$ cat src/rtl/step_responder_pkg.sv
// Shared CPU constants: step op codes, responder state encodings and bus widths
// used by the timing generator and the step responder.
package step_responder_pkg;

    localparam int ADDR_W = 8;
    localparam int DATA_W = 8;
    localparam int DCNT_W = 4;

    typedef enum logic [1:0] {
        OP_NOP   = 2'b00,
        OP_READ  = 2'b01,
        OP_WRITE = 2'b10,
        OP_DELAY = 2'b11
    } step_op_t;

    typedef enum logic [1:0] {
        ST_IDLE   = 2'b00,
        ST_ACCESS = 2'b01,
        ST_DELAY  = 2'b10,
        ST_DONE   = 2'b11
    } resp_state_t;

    // True for the ops that go out on the memory bus.
    function automatic logic is_mem_op(input step_op_t op);
        return (op == OP_READ) || (op == OP_WRITE);
    endfunction

endpackage

$ cat src/rtl/step_timeout_cnt.sv
// Loadable up/down counter: counts up for the ACCESS timeout, down for DELAY.
module step_timeout_cnt #(
    parameter int CNT_W = 4
) (
    input  logic             clk,
    input  logic             rst_n,
    input  logic             load,
    input  logic [CNT_W-1:0] load_val,
    input  logic             en,
    input  logic             up,
    output logic [CNT_W-1:0] count
);

    // Load has priority over counting; counting direction chosen by up.
    always_ff @(posedge clk or negedge rst_n) begin
        if (!rst_n) begin
            count <= '0;
        end else if (load) begin
            count <= load_val;
        end else if (en) begin
            if (up) begin
                count <= count + CNT_W'(1);
            end else begin
                count <= count - CNT_W'(1);
            end
        end
    end

endmodule

$ cat src/rtl/step_responder.sv
// Step responder: turns timing-generator step pulses into memory accesses,
// delays or no-ops, and answers each accepted step with one done pulse.
module step_responder
    import step_responder_pkg::*;
#(
    parameter int TIMEOUT = 15
) (
    input  logic              clk,
    input  logic              rst_n,
    input  logic              step,
    input  logic [1:0]        step_op,
    input  logic [ADDR_W-1:0] step_addr,
    input  logic [DATA_W-1:0] step_wdata,
    input  logic [DCNT_W-1:0] delay_cnt,
    output logic              mem_req,
    output logic              mem_we,
    output logic [ADDR_W-1:0] mem_addr,
    output logic [DATA_W-1:0] mem_wdata,
    input  logic [DATA_W-1:0] mem_rdata,
    input  logic              mem_ack,
    output logic              done,
    output logic [DATA_W-1:0] rdata,
    output logic              busy,
    output logic              err,
    output logic              step_lost
);

    localparam int TO_W  = $clog2(TIMEOUT + 1);
    localparam int CNT_W = (TO_W > DCNT_W) ? TO_W : DCNT_W;
    // Counter starts at 0 on entry to ACCESS, so the last allowed cycle sees TIMEOUT-1.
    localparam logic [CNT_W-1:0] TO_LAST = CNT_W'(TIMEOUT - 1);

    resp_state_t      state;
    resp_state_t      state_next;
    step_op_t         op_q;
    logic [CNT_W-1:0] cnt;
    logic             cnt_load;
    logic [CNT_W-1:0] cnt_load_val;
    logic             cnt_en;
    logic             cnt_up;
    logic             timeout_hit;
    logic             read_hit;
    logic             step_accept;

    step_timeout_cnt #(
        .CNT_W (CNT_W)
    ) u_cnt (
        .clk      (clk),
        .rst_n    (rst_n),
        .load     (cnt_load),
        .load_val (cnt_load_val),
        .en       (cnt_en),
        .up       (cnt_up),
        .count    (cnt)
    );

    assign step_accept = (state == ST_IDLE) && step;
    // An ack on the final allowed cycle wins over the timeout.
    assign timeout_hit = (state == ST_ACCESS) && !mem_ack && (cnt == TO_LAST);
    assign read_hit    = (state == ST_ACCESS) && mem_ack && (op_q == OP_READ);

    assign mem_req = (state == ST_ACCESS);
    assign mem_we  = (state == ST_ACCESS) && (op_q == OP_WRITE);
    assign done    = (state == ST_DONE);
    assign busy    = (state != ST_IDLE);

    // State register; reset forces IDLE at once so mem_req drops asynchronously.
    always_ff @(posedge clk or negedge rst_n) begin
        if (!rst_n) begin
            state <= ST_IDLE;
        end else begin
            state <= state_next;
        end
    end

    // Next-state decode and counter control.
    always_comb begin
        state_next   = state;
        cnt_load     = 1'b0;
        cnt_load_val = '0;
        cnt_en       = 1'b0;
        cnt_up       = 1'b0;
        case (state)
            ST_IDLE: begin
                if (step) begin
                    cnt_load = 1'b1;
                    if (is_mem_op(step_op_t'(step_op))) begin
                        state_next = ST_ACCESS;
                    end else if ((step_op_t'(step_op) == OP_DELAY) && (delay_cnt != '0)) begin
                        state_next   = ST_DELAY;
                        cnt_load_val = CNT_W'(delay_cnt);
                    end else begin
                        state_next = ST_DONE;
                    end
                end
            end
            ST_ACCESS: begin
                cnt_en = 1'b1;
                cnt_up = 1'b1;
                if (mem_ack || (cnt == TO_LAST)) begin
                    state_next = ST_DONE;
                end
            end
            ST_DELAY: begin
                cnt_en = 1'b1;
                if (cnt == CNT_W'(1)) begin
                    state_next = ST_DONE;
                end
            end
            ST_DONE: begin
                state_next = ST_IDLE;
            end
            default: begin
                state_next = ST_IDLE;
            end
        endcase
    end

    // Capture the request fields of an accepted step; they stay put for the whole access.
    always_ff @(posedge clk or negedge rst_n) begin
        if (!rst_n) begin
            op_q      <= OP_NOP;
            mem_addr  <= '0;
            mem_wdata <= '0;
        end else if (step_accept) begin
            op_q      <= step_op_t'(step_op);
            mem_addr  <= step_addr;
            mem_wdata <= step_wdata;
        end
    end

    // Read data capture, sticky timeout flag and dropped-step pulse.
    always_ff @(posedge clk or negedge rst_n) begin
        if (!rst_n) begin
            rdata     <= '0;
            err       <= 1'b0;
            step_lost <= 1'b0;
        end else begin
            step_lost <= step && (state != ST_IDLE);
            if (read_hit) begin
                rdata <= mem_rdata;
            end
            if (timeout_hit) begin
                err <= 1'b1;
            end
        end
    end

endmodule

$ cat config.mk
export PLATFORM = sky130hd
export DESIGN_NAME = step_responder
export DESIGN_NICKNAME = d
export VERILOG_FILES = /design/src/rtl/step_responder_pkg.sv /design/src/rtl/step_timeout_cnt.sv /design/src/rtl/step_responder.sv
export SDC_FILE = /design/constraint.sdc
export NUM_CORES = 1
export LEC_CHECK = 0
export ABC_AREA = 1
export CAP_MARGIN = 25
export CORE_UTILIZATION = 48
export DETAILED_ROUTE_END_ITERATION = 8
export GPL_TIMING_DRIVEN = 0
export PLACE_DENSITY = 0.83
export SLEW_MARGIN = 20
export SYNTH_ARGS = -nofsm -noshare
export SYNTH_HDL_FRONTEND = slang
export SYNTH_HIERARCHICAL = 1
export SYNTH_SLANG_ARGS = --single-unit
$ cat constraint.sdc
create_clock -name clk -period 5.01 [get_ports clk]
set_input_delay 1.002 -clock clk [delete_from_list [all_inputs] [get_ports clk]]
set_output_delay 1.002 -clock clk [all_outputs]
set_load 0.01 [all_outputs]
==> impl_metrics.py <==
metrics = {
    "status": {
        "status": "complete, no violations",
    },
    "floorplan": {
        "dieArea_um2": 3910,
        "die_w_um": 62.5,
        "core_area_um2": 3420,
        "initial_core_util_pct": 51.5,
        "die_h_um": 62.5,
        "io_pins": 64,
        "rows": 21,
    },
    "final_layout": {
        "n_antenna_cell": 0,
        "drive_above_1_share_pct": 11.3,
        "nNetsFinal": 326,
        "area.growth.synth_to_final_pct": 43.6,
    },
    "global_routing": {
        "grt_max_degree": 26,
        "grt_util_all_layers_pct": 21.8,
        "grt_first_pass_wirelength_mm": 6.69,
        "overflow": 0,
        "grt_antenna_before_repair": 0,
        "grt_pass1_vias": 1508,
    },
    "placed_design": {
        "hpwlAfterDp_mm": 2.90,
        "routabilityCongestion": 0.849,
        "portBuffers": 63,
    },
    "job": {
        "drv_cap": 0,
    },
    "power_and_ir_drop": {
        "swShare_pct": 40.1,
        "ir_drop_mv": 0.311,
        "internal_power_mw": 0.875,
        "p_per_area_nw_per_um2": 579,
        "seq_power_share_pct": 33.7,
        "p_comb_share_pct": 55.2,
        "power.leakage_nw": 1.27,
        "switching_power_mw": 0.586,
        "clkPwrFrac_pct": 11.1,
    },
    "worst_setup_path": {
        "cp.required_ns": 4.01,
        "worstPathCellList": "inv_1 > ha_1 > inv_1 > nor3_1 > clkdlybuf4s50_1",
        "critPathArrivalTime_ns": 2.01,
        "crit_buf_inv": 3,
        "criticalPathCategory": "reg -> out",
        "slowest_delay_ns": 0.57,
        "end_kind": "output port",
        "critPathMaxFanout": 5,
        "startpoint_type": "flop",
        "slowest_stage": "clkdlybuf4s50_1",
        "path_common_cell": "inv_1",
        "crit_family": "buffers and inverters",
    },
    "detailed_routing": {
        "final_antenna_net_count": 0,
        "wirelength_mm": 3.68,
        "dr.first_iter.drc_count": 97,
        "firstDrtPassIters": 4,
        "drc": 0,
        "via_count": 1507,
        "post_drt_wl_per_cell_um": 11.1,
        "viasPerCell": 4.57,
    },
    "clock_network": {
        "cts_htree_levels": 2,
        "insertion_delay_ns": 0.34,
        "cts_sinks": 34,
        "cts_root_buf": "clkbuf_4",
        "tritoncts": "done",
        "cts_resized": 0,
        "clk_pin_slew_worst_paths_ns": 0.12,
        "clk_path_buf_depth": 2,
        "cts_setup_buffers": 0,
        "cts_hold_buffers": 0,
        "cts_made_buffers": 5,
    },
    "sta": {
        "fin_skew_ns": 0.0170,
        "slew_viol_final": 0,
        "tns_ns": 0,
        "clock.fmax_mhz": 331,
        "max_slew_margin_pct": 83.2,
        "hold_slack_ns": 0.482,
        "worstMarginPinSlew_ns": 0.253,
        "rsz0062_at_grt": "no",
        "fin_crit_ns": 3.02,
        "fin_crit_sh_pct": 60.2,
        "setup-violations-final": 0,
        "hold_violations": 0,
    },
    "worst_hold_path": {
        "hold_class": "reg -> reg",
    },
    "synthesis": {
        "synthFlopType": "dfrtp_1",
        "netlist-cell-type-count": 26,
        "synth_area_um2": 1760,
        "seq_area_frac_synth_pct": 48.4,
        "synth_area_leaders": "dfrtp_1, nand2_1, ha_1",
        "yosysTopAreaCell": "dfrtp_1",
        "synth-async-reset-ratio_pct": 100,
        "synth_common_cells": "nand2_1, dfrtp_1, inv_1",
        "synth_fp_nets": 255,
        "synth.avg_cell_area_um2": 8.29,
        "yosysMostFrequentCell": "nand2_1",
        "netlist_instances": 212,
        "synth-edff-count": 0,
        "synth.top_cell.area_share_pct": 48.4,
        "ys.warnings.count": 6,
        "ys_ff_latch": 34,
    },
}
[final cells by class]
class	instances	area (µm²)
clock buffer	6	51.3
tap	46	57.6
inverter	27	106
fill	284	891
clock inverter	2	12.5
multi-input combinational	147	758
sequential	34	851
buffer	4	42.5
timing repair buffer	64	646
[final timing paths]
| path | end | depth (start not counted) | startpoint | slack, ns |
|---|---|---|---|---|
| max in group asynchronous | u_cnt/count[0]$_DFFE_PN0P_ | 2 | rst_n | 4.10 |
| worst max-delay path | mem_we | 5 | state[1]$_DFFE_PN0P_ | 1.99 |
| min in group asynchronous | state[1]$_DFFE_PN0P_ | 1 | rst_n | 0.50 |
| worst max register to register | u_cnt/count[3]$_DFFE_PN0P_ | 9 | state[1]$_DFFE_PN0P_ | 3.08 |
| worst min register to register | err$_DFFE_PN0P_ | 1 | err$_DFFE_PN0P_ | 0.48 |
| worst min-delay path | err$_DFFE_PN0P_ | 1 | err$_DFFE_PN0P_ | 0.48 |
[cell families after synthesis]
kind of cell               synth area share [%]
and+or+nand+nor                            28.6
adders and majority gates                  6.83
xor gates and xnor gates                  0.498
AOI/OAI and AO/OA                          7.19
DFF                                        48.4
buffers and inverters                      8.47
[layout by cell type (no fill, tap or decap), types with 2 or more instances in the layout]
master and n:
nand2_1 93, clkdlybuf4s50_1 62, dfrtp_1 34, inv_1 26, nor2_1 14, o21ai_2 8
ha_1 8, clkbuf_4 5, nand3_1 4, nand2_2 3, buf_6 2, o21ai_0 2
buf_2 2, nor2_2 2, a22oi_1 2
[power by group through the flow]
stage	Combinational, mW	Sequential (mW)	Clock, mW
after global placement	0.792	0.493	0
after detailed placement	0.818	0.494	0
after global routing	0.914	0.511	0.181
final	0.806	0.493	0.162
after CTS	0.820	0.493	0.166
after floorplan	0.438	0.529	0
[flip-flops by register name, summed over array words and instances (netlist names)]
signal	flops
state	2
mem_wdata	8
err	1
u_cnt/count	4
mem_addr	8
step_lost	1
rdata	8
op_q	2
[through the flow]
step           std cells  utilization, %  area (µm²)  worst slack (ns)  total power [mW]
2_1_floorplan        212               -        1760              2.84             0.967
3_3_place_gp         321            71.6        2450              2.21              1.28
3_5_place_dp         322            72.1        2460              2.37              1.31
4_1_cts              330            73.9        2520              1.96              1.48
5_1_grt              330            73.9        2520              1.76              1.61
6_report             330            73.9        2520              1.99              1.46
[per-layer routing]
| metal | track usage [%] | part of all wire [%] | wire [µm] |
|---|---|---|---|
| met1 | 26.3 | 43 | 1600 |
| met2 | 37.5 | 50 | 1840 |
| met3 | 6.75 | 5.4 | 198 |
| met4 | 6.10 | 1.0 | 38 |
| met5 | 0 | 0 | 0 |
(Power assumes the default switching activity.)
